<file path="config.mk">
export PLATFORM = sky130hd
export DESIGN_NAME = jtag_master_ctrl
export DESIGN_NICKNAME = d
export VERILOG_FILES = /design/src/rtl/jtag_master_ctrl.sv
export SDC_FILE = /design/constraint.sdc
export NUM_CORES = 1
export LEC_CHECK = 0
export ABC_AREA = 0
export CAP_MARGIN = 10
export CORE_ASPECT_RATIO = 0.9
export CORE_MARGIN = 8
export CORE_UTILIZATION = 63
export DETAILED_ROUTE_END_ITERATION = 12
export DONT_BUFFER_PORTS = 1
export GPL_TIMING_DRIVEN = 0
export PLACE_DENSITY = 0.79
export SYNTH_ARGS = -nofsm -noshare
export SYNTH_HDL_FRONTEND = slang
export SYNTH_SLANG_ARGS = --single-unit
</file>
<file path="constraint.sdc">
create_clock -name mclk -period 3.3 [get_ports mclk]
set_clock_uncertainty 0.15 [all_clocks]
set_input_delay 0.495 -clock mclk [delete_from_list [all_inputs] [get_ports mclk]]
set_output_delay 0.495 -clock mclk [all_outputs]
set_load 0.005 [all_outputs]
</file>
<file path="src/rtl/jtag_master_ctrl.sv">
// JTAG master sequencer: turns queued RESET / TMS_SEQ / SCAN / SCAN_FLIP commands
// into TCK/TMS/TDI bit periods and returns the captured TDO bits of scans.
module jtag_master_ctrl #(
    parameter int DIV_W    = 8,
    parameter int MAX_BITS = 32
) (
    input  logic                        mclk,
    input  logic                        reset_n,
    input  logic [DIV_W-1:0]            cfg_half_div,
    input  logic                        cmd_valid,
    output logic                        cmd_ready,
    input  logic [1:0]                  cmd_op,
    input  logic [$clog2(MAX_BITS)-1:0] cmd_len,
    input  logic [MAX_BITS-1:0]         cmd_data,
    output logic                        rsp_valid,
    input  logic                        rsp_ready,
    output logic [MAX_BITS-1:0]         rsp_data,
    output logic                        busy,
    output logic                        tck,
    output logic                        tms,
    output logic                        tdi,
    input  logic                        tdo
);

    localparam int LEN_W = $clog2(MAX_BITS);
    // A TAP reset is five TMS=1 clocks into Test-Logic-Reset plus one TMS=0 clock.
    localparam logic [LEN_W-1:0] RESET_LAST = LEN_W'(5);

    typedef enum logic [1:0] {
        OP_RESET     = 2'd0,
        OP_TMS_SEQ   = 2'd1,
        OP_SCAN      = 2'd2,
        OP_SCAN_FLIP = 2'd3
    } op_e;

    typedef enum logic [1:0] {
        S_IDLE,
        S_LOW,
        S_HIGH,
        S_RESP
    } state_e;

    state_e              state;
    state_e              state_nxt;
    op_e                 op_q;
    op_e                 cmd_op_e;
    logic [LEN_W-1:0]    last_q;
    logic [LEN_W-1:0]    cmd_last;
    logic [LEN_W-1:0]    bit_cnt;
    logic [LEN_W-1:0]    bit_nxt;
    logic [MAX_BITS-1:0] data_q;
    logic [MAX_BITS-1:0] cap_q;
    logic [DIV_W-1:0]    div_q;
    logic [DIV_W-1:0]    phase_cnt;
    logic                armed;
    logic                accept;
    logic                phase_done;
    logic                last_bit;
    logic                is_scan;

    function automatic logic tms_bit(input op_e                 op,
                                     input logic [LEN_W-1:0]    last,
                                     input logic [MAX_BITS-1:0] data,
                                     input logic [LEN_W-1:0]    idx);
        logic b;
        case (op)
            OP_RESET:   b = (idx != last);
            OP_TMS_SEQ: b = data[idx];
            OP_SCAN:    b = 1'b0;
            default:    b = (idx == last);
        endcase
        return b;
    endfunction

    function automatic logic tdi_bit(input op_e                 op,
                                     input logic [MAX_BITS-1:0] data,
                                     input logic [LEN_W-1:0]    idx);
        return ((op == OP_SCAN) || (op == OP_SCAN_FLIP)) ? data[idx] : 1'b0;
    endfunction

    // armed keeps cmd_ready low while reset is held and releases it one edge later.
    assign cmd_ready  = armed && (state == S_IDLE) && !rsp_valid;
    assign accept     = cmd_valid && cmd_ready;
    assign cmd_op_e   = op_e'(cmd_op);
    assign cmd_last   = (cmd_op_e == OP_RESET) ? RESET_LAST : cmd_len;
    assign phase_done = (phase_cnt == div_q);
    assign last_bit   = (bit_cnt == last_q);
    assign bit_nxt    = bit_cnt + LEN_W'(1);
    assign is_scan    = (op_q == OP_SCAN) || (op_q == OP_SCAN_FLIP);

    // NOTE: every register is written with <= so all flops update from the
    // same pre-edge values, independent of statement order.
    always_ff @(posedge mclk or negedge reset_n) begin
        if (!reset_n) begin
            state <= S_IDLE;
        end else begin
            state <= state_nxt;
        end
    end

    // NOTE: state_nxt gets its default before the case so no path leaves it
    // unassigned, which would otherwise infer a latch.
    always_comb begin
        state_nxt = state;
        case (state)
            S_IDLE: if (accept)     state_nxt = S_LOW;
            S_LOW:  if (phase_done) state_nxt = S_HIGH;
            S_HIGH: if (phase_done) state_nxt = last_bit ? S_RESP : S_LOW;
            S_RESP:                 state_nxt = S_IDLE;
            default:                state_nxt = S_IDLE;
        endcase
    end

    always_ff @(posedge mclk or negedge reset_n) begin
        if (!reset_n) begin
            armed     <= 1'b0;
            op_q      <= OP_RESET;
            last_q    <= '0;
            data_q    <= '0;
            div_q     <= '0;
            bit_cnt   <= '0;
            phase_cnt <= '0;
            cap_q     <= '0;
            tck       <= 1'b0;
            tms       <= 1'b0;
            tdi       <= 1'b0;
            busy      <= 1'b0;
            rsp_valid <= 1'b0;
            rsp_data  <= '0;
        end else begin
            armed <= 1'b1;
            case (state)
                S_IDLE: begin
                    if (rsp_valid && rsp_ready) begin
                        rsp_valid <= 1'b0;
                    end
                    if (accept) begin
                        op_q      <= cmd_op_e;
                        last_q    <= cmd_last;
                        data_q    <= cmd_data;
                        div_q     <= cfg_half_div;
                        bit_cnt   <= '0;
                        phase_cnt <= '0;
                        cap_q     <= '0;
                        busy      <= 1'b1;
                        // Bit 0 is presented during the first LOW cycle.
                        tms       <= tms_bit(cmd_op_e, cmd_last, cmd_data, '0);
                        tdi       <= tdi_bit(cmd_op_e, cmd_data, '0);
                    end
                end
                S_LOW: begin
                    if (phase_done) begin
                        phase_cnt      <= '0;
                        tck            <= 1'b1;
                        cap_q[bit_cnt] <= tdo;
                    end else begin
                        phase_cnt <= phase_cnt + DIV_W'(1);
                    end
                end
                S_HIGH: begin
                    if (phase_done) begin
                        phase_cnt <= '0;
                        tck       <= 1'b0;
                        if (last_bit) begin
                            tms <= 1'b0;
                            tdi <= 1'b0;
                        end else begin
                            bit_cnt <= bit_nxt;
                            tms     <= tms_bit(op_q, last_q, data_q, bit_nxt);
                            tdi     <= tdi_bit(op_q, data_q, bit_nxt);
                        end
                    end else begin
                        phase_cnt <= phase_cnt + DIV_W'(1);
                    end
                end
                S_RESP: begin
                    busy <= 1'b0;
                    // Unused high capture bits were cleared at accept, so they read as 0.
                    if (is_scan) begin
                        rsp_valid <= 1'b1;
                        rsp_data  <= cap_q;
                    end
                end
                default: begin
                    busy <= 1'b0;
                end
            endcase
        end
    end

endmodule

</file>
Yosys cells after proc, flatten, opt, wreduce, memory -nomap -nowiden
Cells that the tools add are included.
{"block": "totals", "output_inout_bits": 38, "word_cells": 109, "input_bits": 52, "register_bits": 132}
{"block": "op_classes", "muxes": 41, "reduce_logical": 29, "add_sub_neg": 2, "n_eq_ne": 19, "magnitude_cmp": 3}
{"op": "$mux 32", "n": 2}
{"op": "$pmux 32 s2", "n": 1}
{"op": "$bwmux 32", "n": 1}
{"op": "$mux 5", "n": 4}
{"op": "$mux 8", "n": 2}
{"op": "$pmux 8 s2", "n": 1}
{"op": "$mux 1", "n": 15}
{"op": "$reduce_and 3->1", "n": 5}
{"op": "$eq 2x2->1 const B", "n": 6}
{"op": "$lt 5x6->1 const B", "n": 2}
{"op": "$eq 5x5->1", "n": 2}
{"op": "$ne 2x2->1 const B", "n": 5}
{"op": "$pmux 1 s2", "n": 5}
{"op": "$pmux 5 s2", "n": 1}
{"op": "$reduce_bool 2->1", "n": 5}
{"op": "$add 8x1->8 const B", "n": 1}
{"op": "$eq 8x8->1", "n": 1}
{"op": "$mux 2", "n": 4}
{"op": "$pmux 2 s4", "n": 1}
{"op": "$reduce_and 2->1", "n": 4}
{"op": "$eq 2x1->1 const B", "n": 3}
{"op": "$logic_not 2->1", "n": 3}
{"op": "$pmux 1 s3", "n": 2}
{"op": "$add 5x1->5 const B", "n": 1}
{"op": "12 further kinds", "n": 17}

Logic depth before layout (Yosys ltp)
{"block": "logic_depth", "ltp_word": 7, "mapped_depth": 10}

Worst setup path after synthesis
No wires, ideal clock.
{"block": "synth_path", "path_kind": "register -> register", "startpoint": "register bit_cnt[0]", "endpoint": "register tms", "t_arrival_ns": 2.178, "path_buffers": 2, "required_time_ns": 3.025, "slack_ns": 0.847, "synth_period_minus_slack_ns": 2.453, "setup_time_ns": 0.125, "stages_incl_launch_ff": 11, "cell_sequence": "dfrtp_1 > buf_6 > inv_1 > ha_1 > buf_4 > mux4_2 > mux2i_1 > mux2i_1 > a211o_1 > o311ai_2 > nand2_1"}
{"block": "synth_between", "elab_chain_len": 7, "elab_cells_between_ends": 10, "classes_between": "1 x add/sub; 3 x eq/ne; 6 x mux"}
{"element": "from (decl)", "line": "49", "text": "logic [LEN_W-1:0] bit_cnt;"}
{"element": "from (signal assigned)", "line": "168", "text": "bit_cnt <= bit_nxt;"}
{"element": "$add 5x1->5", "line": "88", "text": "assign bit_nxt = bit_cnt + LEN_W'(1);"}
{"element": "$bmux 1 s5", "line": "68", "text": "OP_TMS_SEQ: b = data[idx];"}
{"element": "$mux 1 (not written as such)", "line": "68"}
{"element": "$pmux 1 s3", "line": "66", "text": "case (op)"}
{"element": "$mux 1 (*)", "line": "164", "text": "if (last_bit) begin"}
{"element": "$mux 1 (*)", "line": "161", "text": "if (phase_done) begin"}
{"element": "$pmux 1 s2 (*)", "line": "132", "text": "case (state)"}
{"element": "to (signal assigned)", "line": "147", "text": "tms <= tms_bit(cmd_op_e, cmd_last, cmd_data, '0);"}
{"element": "to (signal assigned)", "line": "169", "text": "tms <= tms_bit(op_q, last_q, data_q, bit_nxt);"}
{"element": "to (decl)", "line": "20", "text": "output logic tms,"}
Every way passes the cells marked *; elsewhere a longest branch is shown, timed or not. The select of a mux whose other input is x is not followed.
A chain may end at the register's enable or synchronous reset.

Worst setup path in the final report
Ends and elaborated chain as after synthesis.

==> metrics.log <==
[metrics] overall track demand over capacity in global routing: 0.243
[metrics] cell with the most instances after synthesis: sky130_fd_sc_hd__dfrtp_1
[metrics] setup-violating endpoint count in the final report: 0
[metrics] unrepaired setup endpoints after global routing: false
[metrics] capture point of the worst reg-to-reg path: tms
[metrics] Routed WL: 15.8 mm
[metrics] top-level I/O count: 90
[metrics] overall overflow remaining after global route: 0
[metrics] share of layout cells above drive strength 1: 0.200
[metrics] max-cap check violation count: 0
[metrics] total clock buffers created by CTS: 17
[metrics] number of detailed-route iterations in the first pass: 8
[metrics] post-synth design cell area: 6120 µm²
[metrics] failing checks: negative hold slack
[metrics] via/cell ratio: 6.29
[metrics] power share of the sequential group: 0.396
[metrics] Post-Synth Adder-Cell Area: 0.0184
[metrics] net load switching power: 1.95 mW
[metrics] starting density of the core: 0.639
[metrics] min Tclk post-route: 2.96 ns
[metrics] Die Span Y: 109 µm
[metrics] post-synthesis mux area share: 0.177
[metrics] Synth warnings: 0
[metrics] Mean Syn Cell Area: 11.6 µm²
[metrics] arrival time of the worst setup path: 3.21 ns
[metrics] class of the most critical setup path: flip-flop to flip-flop
[metrics] Pleak: 3.27 nW
[metrics] Max-Slew Margin vs Limit: 0.575
[metrics] maximum clock frequency: 0.338 GHz
[metrics] cells after synthesis: 528
[metrics] result of the run: finished, violations left
[metrics] maximum number of pins on one net before global-route repair: 133
[metrics] Pwr Density: 797 nW/µm²
[metrics] CP Capture Type: flip-flop
[metrics] Iter 0 DRT Violations: 447
[metrics] depth of the CTS H-tree: 4
[metrics] Tcrit/Tclk final: 0.896
[metrics] fraction of synthesized cell area taken by the top area cell type: 0.540
[metrics] half-perimeter wire length after detailed placement: 9.40 mm
[metrics] clock-pin slew on the worst setup and hold paths: 0.06 ns
[metrics] EDFF count, synth: 0
[metrics] DRC violation count after routing: 0
[metrics] Clock Path Buffers: 2
[metrics] Die Outline Area: 13100 µm²
[metrics] setup fix buffers added after clock tree synthesis: 0
[metrics] latest clock arrival within the worst-skew pair: 0.53 ns
[metrics] total internal power: 3.88 mW
[metrics] TritonCTS clock tree: yes
[metrics] signed area change from the synthesized netlist to the final layout: 19.5%
[metrics] r2r setup slk: 0.34 ns
[metrics] number of buffers added on ports: 0
[metrics] crit path max fanout: 10
[metrics] category of the worst setup path launch point: flip-flop
[metrics] dominant combinational cell family by area after synthesis: multiplexers
[metrics] total negative setup slack: 0 ns
[metrics] gp weighted congestion: 0.869
[metrics] final slew viol count: 0
[metrics] number of hold violations in the final report: 132
[metrics] placeable core region: 9570 µm²
[metrics] relative contribution of combinational cells to total power: 0.280
[metrics] CTS Hold Buffers Added: 44
[metrics] share of flip-flops with an asynchronous set or reset: 1.00
[metrics] transition at the pin with the smallest max-transition slack: 0.637 ns
[metrics] routed wirelength normalized by instance count: 21.6 µm
[metrics] worst setup path startpoint: bit_cnt[0]
[metrics] post-route ant nets: 0
[metrics] Peak supply drop: 0.652 mV
[metrics] path category of the worst min-delay check: primary input to asynchronous set/reset pin
[metrics] synthesized net count: 589
[metrics] xor-xnor portion of the synthesized cell area: 0.0403
[metrics] via total after detailed routing: 4599
[metrics] Most used DFF post-synth: sky130_fd_sc_hd__dfrtp_1
[metrics] clock network power share: 0.324
[metrics] wire length of the first global-routing pass: 24.9 mm
[metrics] cell row count: 34
[metrics] placement-stage cell area: 6280 µm²
[metrics] Worst Reg2Reg Path Length in Cells: 10
[metrics] top cells by area in the synthesized netlist: sky130_fd_sc_hd__dfrtp_1 (54%), sky130_fd_sc_hd__mux2_2 (14%), sky130_fd_sc_hd__o21ai_0 (3.4%)
[metrics] synthesized-area fraction occupied by ao, oa, aoi and oai cells: 0.125
[metrics] capturing instance or port of the critical path: tms
[metrics] fraction of the yosys area taken by sequential cells: 0.540
[metrics] biggest area consumer among synthesized cells: sky130_fd_sc_hd__dfrtp_1
[metrics] required time at the worst-slack endpoint: 3.56 ns
[metrics] number of antenna violations at the first check in global routing: 1
[metrics] Final #Nets: 652
[metrics] Post-Layout Inst Area: 7310 µm²
[metrics] number of global-route vias before repair: 4807
[metrics] overall power after layout: 5.83 mW
[metrics] Die X-Extent: 120 µm
[metrics] basic-gate share of the synthesized area counting and, or, nand and nor cells: 0.0699
[metrics] Sw Share: 0.334
[metrics] Num Clock Sinks: 132
[metrics] clock root cell: sky130_fd_sc_hd__clkbuf_8
[metrics] ranking of synthesized cells by instance count: sky130_fd_sc_hd__dfrtp_1 (132), sky130_fd_sc_hd__mux2_2 (74), sky130_fd_sc_hd__o21ai_0 (42), sky130_fd_sc_hd__o21ai_1 (40), sky130_fd_sc_hd__a21oi_1 (39)
[metrics] Final Hold Slack: -0.489 ns
[metrics] count of unique library cells instantiated by Yosys: 44
[metrics] worst reg2reg path startpoint: bit_cnt[0]
[metrics] flip-flop and latch count after synthesis: 132
## state kept, by name, summed over array words and instances (netlist names)
name,flops
phase_cnt,8
op_q,2
tdi,1
div_q,8
data_q,32
armed,1
rsp_valid,1
state,2
cap_q,32
tck,1
bit_cnt,5
last_q,5
busy,1
tms,1
rsp_data,32
## critical path: stages, from the launching register on
cell                       delay, ns
sky130_fd_sc_hd__dfrtp_1        0.52
sky130_fd_sc_hd__buf_6          0.24
sky130_fd_sc_hd__inv_1          0.08
sky130_fd_sc_hd__ha_1           0.29
sky130_fd_sc_hd__buf_4          0.22
sky130_fd_sc_hd__mux4_2         0.37
sky130_fd_sc_hd__mux2i_1        0.21
sky130_fd_sc_hd__mux2i_1        0.10
sky130_fd_sc_hd__a211o_1        0.34
sky130_fd_sc_hd__o311ai_2       0.22
sky130_fd_sc_hd__nand2_1        0.09
## how the worst min path moves through the flow
stage	start	endpoint	cells after the start
floorplan	reset_n	armed	0
global placement	reset_n	rsp_data[13]	0
detailed placement	reset_n	rsp_data[13]	0
CTS	reset_n	rsp_data[13]	0
global route	reset_n	rsp_data[12]	0
finish	reset_n	cap_q[13]	0
## metrics by stage
step	hold slack (ns)	setup WS (ns)	cells	utilization
6_report	-0.489	0.344	731	0.764
5_1_grt	-0.504	0.252	731	0.764
4_1_cts	-0.499	0.440	730	0.763
3_5_place_dp	0.0542	0.445	654	0.656
3_3_place_gp	0.0540	0.503	654	0.656
2_1_floorplan	0.0494	0.847	528	-
## kinds of logic (layout without fill, tap and decap cells)
| group | after synthesis | in the layout |
|---|---|---|
| adder cells (fa/ha/maj) | 9 | 9 |
| buffers and inverters | 42 | 118 |
| XOR/XNOR | 26 | 26 |
| other | 1 | 2 |
| flip-flops | 132 | 132 |
| multiplexers | 88 | 88 |
| AO/OA/AOI/OAI | 140 | 140 |
| AND/OR/NAND/NOR | 90 | 90 |
## per-layer routing
metal,wire (µm),global-route usage
met4,550,0.119
met3,1320,0.0724
met2,8120,0.436
met5,0,0
met1,5800,0.262
## layout make-up
type                       count  area [µm²]
sequential                   132        3300
multi-input combinational    354        2630
fill                         578        2260
timing repair buffer          44         440
clock buffer                  20         435
tap                          126         158
clock inverter                12         155
buffer                        30         136
inverter                      12        45.0
antenna                        1        2.50
## cells in the final DEF, fill, tap and decap left out, types with 5 or more instances in the layout
cell                            synthesis  layout
sky130_fd_sc_hd__dfrtp_1              132     132
sky130_fd_sc_hd__dlygate4sd3_1          0      44
sky130_fd_sc_hd__mux2i_1                6       6
sky130_fd_sc_hd__nand2_1               25      25
sky130_fd_sc_hd__mux4_2                 6       6
sky130_fd_sc_hd__clkbuf_16              0      16
sky130_fd_sc_hd__inv_1                 12      12
sky130_fd_sc_hd__clkbuf_1              19      21
sky130_fd_sc_hd__ha_1                   9       9
sky130_fd_sc_hd__a21oi_1               39      39
sky130_fd_sc_hd__a22o_1                 5       5
sky130_fd_sc_hd__nand3_1                8       8
sky130_fd_sc_hd__o21ai_0               42      42
sky130_fd_sc_hd__nor3_1                 5       5
sky130_fd_sc_hd__nor2_1                28      28
sky130_fd_sc_hd__nand4_1                6       6
sky130_fd_sc_hd__xnor2_1               17      17
sky130_fd_sc_hd__xor2_1                 8       8
sky130_fd_sc_hd__o21ai_1               40      40
sky130_fd_sc_hd__mux2_2                74      74
## power groups by stage
stage	sequential (mW)	clock (mW)	combinational, mW
3_3_place_gp	2.24	0	1.41
2_1_floorplan	2.18	0	1.21
5_1_grt	2.33	1.95	1.78
4_1_cts	2.24	1.88	1.57
6_report	2.31	1.89	1.63
3_5_place_dp	2.26	0	1.50
## what timing repair did
| item | CTS | global route |
|---|---|---|
| gates resized for setup | 0 | 0 |
| setup endpoints to repair | 0 | 0 |
| hold endpoints to repair | 176 | 132 |
No activity file was read; power rests on OpenSTA's default activity.
